[config.mk]
export PLATFORM = sky130hd
export DESIGN_NAME = i2s_stereo_tx
export DESIGN_NICKNAME = d
export VERILOG_FILES = /design/src/rtl/i2s_stereo_tx.sv
export SDC_FILE = /design/constraint.sdc
export NUM_CORES = 1
export LEC_CHECK = 0
export ABC_CLOCK_PERIOD_IN_PS = 2800
export BUFFER_PORTS_ARGS = -buffer_cell sky130_fd_sc_hd__buf_2
export CAP_MARGIN = 20
export CORE_MARGIN = 4
export CORE_UTILIZATION = 54
export CTS_CLUSTER_DIAMETER = 100
export DETAILED_ROUTE_END_ITERATION = 6
export PLACE_DENSITY = 0.76
export SYNTH_ARGS = -nofsm -noshare
export SYNTH_HDL_FRONTEND = slang
export SYNTH_SLANG_ARGS = --single-unit
export TNS_END_PERCENT = 100
[constraint.sdc]
create_clock -name clk -period 2.8 [get_ports clk]
set_input_delay 0.14 -clock clk [delete_from_list [all_inputs] [get_ports clk]]
set_output_delay 0.14 -clock clk [all_outputs]
set_load 0.01 [all_outputs]
[src/rtl/i2s_stereo_tx.sv]
// Philips-I2S stereo transmitter: buffers 16-bit L/R pairs in a small FIFO and
// serializes one pair per 64-BCLK frame with internally generated BCLK/LRCLK.
module i2s_stereo_tx #(
    parameter int unsigned BCLK_HALF  = 8,
    parameter int unsigned FIFO_DEPTH = 4
) (
    input  logic        clk,
    input  logic        reset_n,
    input  logic [15:0] in_L,
    input  logic [15:0] in_R,
    input  logic        valid_in,
    output logic        ready,
    input  logic        clear_flags,
    output logic        i2s_bclk,
    output logic        i2s_lrclk,
    output logic        i2s_sdata,
    output logic        underrun,
    output logic        overflow
);

    localparam int unsigned DivW = $clog2(BCLK_HALF);
    localparam int unsigned PtrW = $clog2(FIFO_DEPTH);
    localparam int unsigned CntW = PtrW + 1;
    localparam logic [DivW-1:0] DivLast = DivW'(BCLK_HALF - 1);
    localparam logic [CntW-1:0] Depth   = CntW'(FIFO_DEPTH);

    logic [DivW-1:0] div_cnt_q, div_cnt_d;
    logic [5:0]      bit_cnt_q, bit_cnt_d;
    logic            bclk_q, bclk_d;
    logic            lrclk_q, lrclk_d;
    logic            sdata_q, sdata_d;
    logic [15:0]     left_q, left_d;
    logic [15:0]     right_q, right_d;
    logic [PtrW-1:0] wr_ptr_q, wr_ptr_d;
    logic [PtrW-1:0] rd_ptr_q, rd_ptr_d;
    logic [CntW-1:0] count_q, count_d;
    logic            ready_q, ready_d;
    logic            underrun_q, underrun_d;
    logic            overflow_q, overflow_d;
    logic [31:0]     mem_q [FIFO_DEPTH];

    logic        div_wrap;
    logic        bclk_fall;
    logic        frame_load;
    logic        fifo_empty;
    logic        fifo_full;
    logic        push;
    logic        pop;
    logic [4:0]  slot;
    logic [3:0]  bit_idx;
    logic [15:0] word;

    always_comb begin
        div_wrap   = (div_cnt_q == DivLast);
        div_cnt_d  = div_wrap ? '0 : div_cnt_q + 1'b1;
        bclk_d     = div_wrap ? ~bclk_q : bclk_q;
        bclk_fall  = div_wrap & bclk_q;
        bit_cnt_d  = bclk_fall ? bit_cnt_q + 6'd1 : bit_cnt_q;
        frame_load = bclk_fall & (bit_cnt_q == 6'd63);

        fifo_empty = (count_q == '0);
        fifo_full  = (count_q == Depth);
        pop        = frame_load & ~fifo_empty;
        // A same-cycle pop frees the slot the push needs.
        push       = valid_in & (~fifo_full | pop);

        wr_ptr_d = push ? wr_ptr_q + 1'b1 : wr_ptr_q;
        rd_ptr_d = pop ? rd_ptr_q + 1'b1 : rd_ptr_q;
        count_d  = count_q;
        if (push && !pop) begin
            count_d = count_q + 1'b1;
        end else if (pop && !push) begin
            count_d = count_q - 1'b1;
        end
        ready_d = (count_d < Depth);

        left_d  = left_q;
        right_d = right_q;
        if (frame_load) begin
            left_d  = pop ? mem_q[rd_ptr_q][31:16] : 16'h0000;
            right_d = pop ? mem_q[rd_ptr_q][15:0]  : 16'h0000;
        end

        // Slot h carries word[16-h] for h = 1..16: one-BCLK delay then MSB first.
        slot    = bit_cnt_d[4:0];
        bit_idx = 4'(5'd16 - slot);
        word    = bit_cnt_d[5] ? right_q : left_q;
        lrclk_d = bclk_fall ? bit_cnt_d[5] : lrclk_q;
        sdata_d = sdata_q;
        if (bclk_fall) begin
            sdata_d = ((slot != 5'd0) && (slot <= 5'd16)) ? word[bit_idx] : 1'b0;
        end

        underrun_d = (clear_flags ? 1'b0 : underrun_q) | (frame_load & fifo_empty);
        overflow_d = (clear_flags ? 1'b0 : overflow_q) | (valid_in & ~push);
    end

    always_ff @(posedge clk or negedge reset_n) begin
        if (!reset_n) begin
            div_cnt_q  <= '0;
            bit_cnt_q  <= 6'd63;
            bclk_q     <= 1'b0;
            lrclk_q    <= 1'b1;
            sdata_q    <= 1'b0;
            left_q     <= 16'h0000;
            right_q    <= 16'h0000;
            wr_ptr_q   <= '0;
            rd_ptr_q   <= '0;
            count_q    <= '0;
            ready_q    <= 1'b1;
            underrun_q <= 1'b0;
            overflow_q <= 1'b0;
        end else begin
            div_cnt_q  <= div_cnt_d;
            bit_cnt_q  <= bit_cnt_d;
            bclk_q     <= bclk_d;
            lrclk_q    <= lrclk_d;
            sdata_q    <= sdata_d;
            left_q     <= left_d;
            right_q    <= right_d;
            wr_ptr_q   <= wr_ptr_d;
            rd_ptr_q   <= rd_ptr_d;
            count_q    <= count_d;
            ready_q    <= ready_d;
            underrun_q <= underrun_d;
            overflow_q <= overflow_d;
        end
    end

    // Storage needs no reset: occupancy is tracked by the pointers and count.
    always_ff @(posedge clk) begin
        if (push) begin
            mem_q[wr_ptr_q] <= {in_L, in_R};
        end
    end

    assign ready     = ready_q;
    assign i2s_bclk  = bclk_q;
    assign i2s_lrclk = lrclk_q;
    assign i2s_sdata = sdata_q;
    assign underrun  = underrun_q;
    assign overflow  = overflow_q;

endmodule

-- Word-level counts from Yosys, hierarchy flattened
Memory sizes are Yosys's and may differ from the RTL's.
Cells that the tools add are included.
- register bits: 54
- memory bits (writable): 128
- input bits: 36
- output and inout port bits: 6
- word-level logic and storage cells: 61
- memories kept: 1
- memory list (memory ; depth ; bits a word ; rd ports ; clocked after Yosys merged registers in ; write ports ; line ; text):
    mem_q ; 4 ; 32 ; 1 ; 0 ; 1 ; 40 ; logic [31:0] mem_q [FIFO_DEPTH];
- $add $sub $neg: 7
- $lt $le $gt $ge: 3
- equal/unequal tests: 3
- multiplexer cells: 14
- bitwise gates (word level): 13
- reduce and logical (&&, ||, !) cells: 7
- operators with widths (operator ; number):
    $mux 16 ; 3
    $mux 3 ; 3
    $add 3x1->3 const B ; 2
    $add 6x1->6 const B ; 1
    $and 1x1->1 ; 6
    $eq 3x3->1 const B ; 2
    $eq 6x6->1 const B ; 1
    $mux 1 ; 6
    $mux 6 ; 1
    $le 5x5->1 const B ; 1
    $lt 4x5->1 const B ; 1
    $reduce_bool 5->1 ; 1
    $add 2x1->2 const B ; 2
    $bmux 1 s4 ; 1
    $not 1->1 ; 4
    $sub 1x4->4 const A ; 1
    $logic_and 1x1->1 ; 3
    $logic_not 3->1 ; 1
    $lt 3x3->1 const B ; 1
    $or 1x1->1 ; 3
    $sub 3x1->3 const B ; 1
    $logic_not 1->1 ; 2

-- Depth between registers and ports, before layout
Gate-level depths: netlist (run 1).
- depth after elaboration: 11
- depth in mapped cells: 10
- depth with buffers taken out: 9

-- Worst setup path before layout (run 1)
Ideal clock, no wire load.
- path type: flip-flop to flip-flop
- start point: reg div_cnt_q[0]
- end point: reg sdata_q, in the netlist i2s_sdata
- arrival: 2.694 ns
- setup slack: -0.020 ns
- cell stages (with the launch flop): 10
- path buffers: 1
- cell sequence: dfrtp_1 > ha_1 > ha_1 > and2_1 > buf_6 > xnor2_4 > inv_2 > mux4_1 > mux4_2 > a221o_1
- longest elaborated chain between the ends: 7
- ends and longest elaborated chain (item ; line ; text):
    from (decl) ; 27 ; logic [DivW-1:0] div_cnt_q, div_cnt_d;
    from (signal assigned) ; 114 ; div_cnt_q <= div_cnt_d;
    $eq 3x3->1 * ; 54 ; div_wrap = (div_cnt_q == DivLast);
    $and 1x1->1 * ; 57 ; bclk_fall = div_wrap & bclk_q;
    $mux 6 * ; 58 ; bit_cnt_d = bclk_fall ? bit_cnt_q + 6'd1 : bit_cnt_q;
    via bit_cnt_d[0] ; 28 ; logic [5:0] bit_cnt_q, bit_cnt_d;
    $sub 1x4->4 ; 86 ; bit_idx = 4'(5'd16 - slot);
    $bmux 1 s4 ; 91 ; sdata_d = ((slot != 5'd0) && (slot <= 5'd16)) ? word[bit_idx] : 1'b0;
    $mux 1 (not written as such) ; 91 ;
    $mux 1 * ; 91 ;
    to (signal assigned) ; 118 ; sdata_q <= sdata_d;
    to (decl) ; 31 ; logic sdata_q, sdata_d;
The timed path passes the listed nets; every way through them passes the cells marked *. The select of a mux whose other input is x is not followed.
A chain may end at the register's enable or synchronous reset.

-- Worst setup path after layout (run 1)
Ends and elaborated chain as after synthesis.

==> run metrics, run 1 <==
status completed; Final Wtd Congestion about 0.80; HPWL Detailed 7710 um; vias per cell roughly 5.7; top cell type by total area after synthesis edfxtp_1; clk buf depth 2; Diodes inserted 0; R2R Path Start div_cnt_q[0]$_DFF_PN0_; Syn-to-layout area delta 20.3%; sequential power share 0.528; Reg clk slew, reported paths around 70 ps; fraction of layout cells with a size suffix above 1 0.312; clock network power share 0.351; Final Setup Violations 0; vias in the first global route 3,895; gr ovfl total 0; Net Switching about 1.6 mW; Die W 123 um; crit path launch type register; 1st-iter DRT viols about 270; P_leak between 3 and 4 nW; achievable frequency roughly 370 MHz; Gate Count Post-Synth ~360; Post-route DRC 0; Tmin final 2680 ps; xor/xnor share of the synthesized area 0.0173; largest net degree at the start of global routing 39; CP max FO 5; Worst EP required between 3000 and 4000 ps; initial antenna violation count 0; Worst Setup End Kind register; pwr/cell area 763 mW/mm^2; adder-cell area share of the yosys netlist 0.0192; syn nets 410; total CTS buffers 17; design area 0.00862 sq mm; worst hold start valid_in; first-pass GRT wire length between 20,000 and 25,000 um; fill count ~830; Die H between 100 and 150 um; DP Area 0.00768 sq mm; area of the mapped netlist 0.00716 sq mm; DRT Wirelength approximately 13,000 um; die area around 0.015 sq mm; clock root buffer clkbuf_16; worst-skew pair later-pin latency roughly 420 ps; Comb pwr share 0.121; Setup Crit Path Kind reg2reg; row count 41; FF+latch count, synth 182; commonest non-fill, non-tap cell in the layout edfxtp_1; VDD IR-drop max between 600 and 700 uV; Yosys top cell area share 0.537; register area share after synthesis 0.727; actual slew at the worst max-slew pin between 800 and 900 ps; post-synthesis mux area share 0.139; final setup skew 9.00 ps; maxcap violations 0; RSZ-0062 raised after global routing no; Setup Total Neg Slack 0 ps; via count roughly 3,600; H-tree levels 4; Nets around 500; Netlist cell types 38; # port buffers 41; starting density of the core 0.559; core area 0.0128 sq mm; IO Pins 42; top cells by area, synth edfxtp_1 (54%), dfrtp_1 (16%), mux4_2 (12%), a22o_1 (3.9%), dfstp_2 (2.9%); arrival time worst endpoint approximately 3000 ps; CTS sink count between 150 and 200; largest family of logic cells by synthesized area multiplexers; total track usage 0.191; Final period util 0.956; Hold Path Class in2reg; sw frac 0.248; Int Pwr just under 5 mW; most frequent cells in the layout edfxtp_1 (128), dfrtp_1 (45), mux4_2 (41), buf_2 (41), dlygate4sd3_1 (34); post-synthesis simple-gate area fraction 0.0292; Ys Warns 0; TritonCTS clock tree built; DRT antenna net count 0; drt first pass iters 4; syn_area_per_cell 19.7 sq um; drt wl/cell between 15 and 20 um; Slew Limit Fails 0; compound-gate portion of the synthesized area 0.0514; Crit. Startpoint div_cnt_q[0]$_DFF_PN0_; Final Hold Fails 0; Max-slew headroom 0.454
## synth_stat cells
cell      instances
nor3b_1           3
or4_1             1
xor2_1            5
mux4_1            5
a22o_1           32
o31ai_1           1
a21oi_1           1
ha_1             11
mux2i_1           2
buf_1             2
edfxtp_1        128
o32ai_1           1
nor2b_1           2
dfstp_2           8
dfrtp_1          46
xnor2_4           1
a221o_1           1
buf_6             1
mux4_2           37
xnor2_1           6
a21o_1            1
inv_2             1
nand2_1           5
mux2_2            1
clkbuf_1         15
or3_1             2
o41ai_1           1
nor2_1            5
o21ai_0           4
a222oi_1          1
and3_1            6
inv_1            12
nor3_1            1
nand3_1           6
o311a_1           1
and2_1            2
nand4_1           4
or2_2             1
## repair_timing
action,CTS,global route
hold buffers,34,0
hold endpoints to repair,163,0
endpoints found under the setup margin,0,1
gates resized for setup,0,9
setup buffers,0,1
## per-layer routing
layer | GRT usage | wire length (um) | up-vias
met5 | 0 | 0 | -
met4 | 0.0554 | 94 | 0
met3 | 0.0499 | 517 | 10
met2 | 0.311 | 6710 | 84
met1 | 0.257 | 5450 | 1864
li1 | - | - | 1661
## worst paths after layout
kind                                          end  slack [ps]  cells after the start
min                            overflow$_DFF_PN0_         150                      3
max                         i2s_sdata$_DFFE_PN0N_         120                      8
min reg2reg                div_cnt_q[0]$_DFF_PN0_         440                      1
max in group asynchronous  bit_cnt_q[3]$_DFF_PN1_        1610                      3
max reg2reg                 i2s_sdata$_DFFE_PN0N_         120                      8
min in group asynchronous    i2s_bclk$_DFFE_PN0N_         350                      2
## cell families (layout without fill, tap and decap cells)
group,after synthesis,after routing
buffers and inverters,31,136
AO/OA/AOI/OAI,44,44
multiplexers,45,45
AND/OR/NAND/NOR,38,38
flip-flops,182,182
XOR/XNOR,12,12
adder cells (fa/ha/maj),11,11
## stage by stage
| stage | std cells | worst slack [ps] | hold slack (ps) | utilization | power (mW) |
|---|---|---|---|---|---|
| detailed placement | 572 | 3.48 | 280 | 0.599 | 4.30 |
| global route | 640 | 10.7 | 203 | 0.672 | 6.88 |
| floorplan | 363 | 30.9 | -156 | - | 3.95 |
| CTS | 638 | 3.12 | 135 | 0.672 | 6.64 |
| global placement | 572 | 75.9 | 262 | 0.599 | 4.25 |
| finish | 640 | 124 | 151 | 0.672 | 6.58 |
## worst max-delay path, cell delays in order (launching register included)
cell      delay, ps
dfrtp_1         380
ha_1            200
ha_2            170
and2_4          180
xnor2_4         250
clkinv_4        130
mux4_1          460
mux4_2          460
a221o_1         320
## state kept, by name, summed over array words and instances, names as in the netlist
register   cells
bit_cnt_q      6
left_q        16
i2s_lrclk      1
div_cnt_q      3
overflow       1
ready          1
i2s_sdata      1
rd_ptr_q       2
mem_q        128
wr_ptr_q       2
count_q        3
i2s_bclk       1
underrun       1
right_q       16
## power by group through the flow
stage          clock (mW)  combinational (mW)  sequential [mW]
2_1_floorplan           0               0.442             3.51
3_3_place_gp            0               0.753             3.50
3_5_place_dp            0               0.775             3.53
4_1_cts              2.35               0.815             3.48
5_1_grt              2.48               0.892             3.51
6_report             2.31               0.797             3.47
## layout make-up
type / instances / area, sq um / area share
clock inverter: 15 / 165 / 0.0192
sequential: 182 / 5210 / 0.604
inverter: 13 / 53.8 / 0.00624
tap: 172 / 215 / 0.0250
timing repair inverter: 1 / 6.26 / 0.000726
clock buffer: 17 / 425 / 0.0494
multi-input combinational: 150 / 1830 / 0.212
timing repair buffer: 90 / 721 / 0.0836
(Power assumes the default switching activity.)
==> run 2, diff against run 1 <==
Settings changed: SETUP_SLACK_MARGIN set to 0.3.
==> run 2 against run 1 <==
Against the previous run: setup slack improved by 35 ps; wire length decreased by 1.4%; total power decreased by 0.62%; die area unchanged; combinational power increased by 2%; non-clock buffer count decreased by 5; sequential power about the same; flip-flop and latch count unchanged; via count increased by 0.97%; count of clock-buffer cells in the layout increased by 2; largest cell class unchanged; highest routed layer unchanged.
==> run metrics, run 2 (synthesis gave the netlist of run 1 again) <==
depth of the worst hold-timing path 3; DRT Wirelength around 13,000 um; actual slew at the worst max-slew pin around 900 ps; CTS sink count 182; largest net degree at the start of global routing 43; CP max FO 9; core area about 0.013 sq mm; Final Setup Violations 0; clock network power share 0.345; post-route insts no fill roughly 630; grt met3 use 0.0389; row count between 40 and 50; pwr/cell area roughly 760 mW/mm^2; achievable frequency around 380 MHz; post-CTS setup buffers 0; drt first pass iters 4; total track usage 0.188; Hold Path Class in2reg; first-pass GRT wire length 21,000 um; most frequent cells in the layout edfxtp_1 (128), dfrtp_1 (45), mux4_2 (42); Int Pwr 5.00 mW; initial antenna violation count 0; IO Pins 42; 1st-iter DRT viols 240; sw frac 0.236; maxcap violations 0; Final Hold Fails 0; P_leak about 3.2 nW; status completed; Post-Place Cells approximately 570; Post-route DRC 0; Final period util 0.943; Comb pwr share 0.124; gr busiest metal met2; via count ~3,700; Diodes inserted 0; RSZ-0062 raised after global routing yes; clk buf depth 2; Net Switching around 1.5 mW; sequential power share 0.532; Max-slew headroom 0.399; HPWL Detailed approximately 7500 um; fraction of layout cells with a size suffix above 1 0.310; drt wl/cell 19.9 um; worst-skew pair later-pin latency around 410 ps; H-tree levels 4; Nets around 500; Final Wtd Congestion just over 0.8; # port buffers between 40 and 50; Die W about 120 um; Tmin final ~2600 ps; vias per cell 5.76; Worst Setup End Kind register; die area between 0.015 and 0.02 sq mm; DRT antenna net count 0; clock root buffer clkbuf_16; max FFs per register roughly 130; met1 GRT Util 0.258; total CTS buffers 17; commonest non-fill, non-tap cell in the layout edfxtp_1; Setup Crit Path Kind reg2reg; worst r2r path cells 8; Slew Limit Fails 0; Reg clk slew, reported paths 60 ps; GR met2 Demand/Resource 0.299; crit path launch type register; starting density of the core 0.559; Die H around 120 um; Worst EP required 3100 ps; vias in the first global route a little under 4,000; final setup skew around 6.9 ps; gr ovfl total 0; Regs by FF count mem_q x128, left_q x16, right_q x16; Setup Total Neg Slack 0 ps; VDD IR-drop max ~540 uV; Syn-to-layout area delta 20.2%; Top reg by flops mem_q; TritonCTS clock tree built; arrival time worst endpoint 2940 ps
## run 2: cell type report
class / instances / area, sq um
tap: 172 / 215
multi-input combinational: 150 / 1860
timing repair buffer: 85 / 708
fill: 840 / 4210
inverter: 13 / 53.8
clock inverter: 13 / 133
sequential: 182 / 5210
clock buffer: 19 / 433
## run 2: critical path, stage by stage, from the launching register on
cell and delay, ps:
dfrtp_1 380, ha_2 190, ha_4 180, and2_4 190
xnor2_4 150, inv_6 120, mux4_2 510, mux4_2 480
a221o_1 320
## run 2: path summary, 6_finish.rpt
kind | start | endpoint | slack, ps
worst max register to register | div_cnt_q[0]$_DFF_PN0_ | i2s_sdata$_DFFE_PN0N_ | 160
worst max-delay path | div_cnt_q[0]$_DFF_PN0_ | i2s_sdata$_DFFE_PN0N_ | 160
max in group asynchronous | reset_n | ready$_DFF_PN1_ | 1680
min in group asynchronous | reset_n | div_cnt_q[2]$_DFF_PN0_ | 390
worst min register to register | div_cnt_q[0]$_DFF_PN0_ | div_cnt_q[0]$_DFF_PN0_ | 430
worst min-delay path | valid_in | overflow$_DFF_PN0_ | 160
## run 2: timing repair
action / CTS / global route
gates cloned: 0 / 0
gates resized for setup: 1 / 2
hold buffers: 34 / 0
hold endpoints to repair: 163 / 0
setup endpoints to repair: 1 / 1
## run 2: layer usage
metal / vias to the layer above / wire [um] / share of wire
met3: 21 / 551 / 0.044
met2: 98 / 6300 / 0.50
met5: - / 0 / 0
met1: 1889 / 5450 / 0.43
met4: 0 / 292 / 0.023
li1: 1646 / - / -
## run 2: metrics by stage
step	area (sq um)	power [mW]	util	worst slack (ps)	hold WS (ps)
after floorplan	7180	3.95	-	163	-156
after global placement	7690	4.26	0.600	201	297
after detailed placement	7690	4.32	0.600	36.8	319
after CTS	8610	6.60	0.671	112	141
after global routing	8610	6.83	0.671	56.6	186
final	8610	6.54	0.671	159	157
## run 2: power by group through the flow
stage	combinational [mW]	sequential [mW]	clock (mW)
floorplan	0.446	3.50	0
global placement	0.758	3.50	0
detailed placement	0.787	3.53	0
CTS	0.828	3.48	2.30
global route	0.897	3.51	2.42
finish	0.809	3.48	2.25
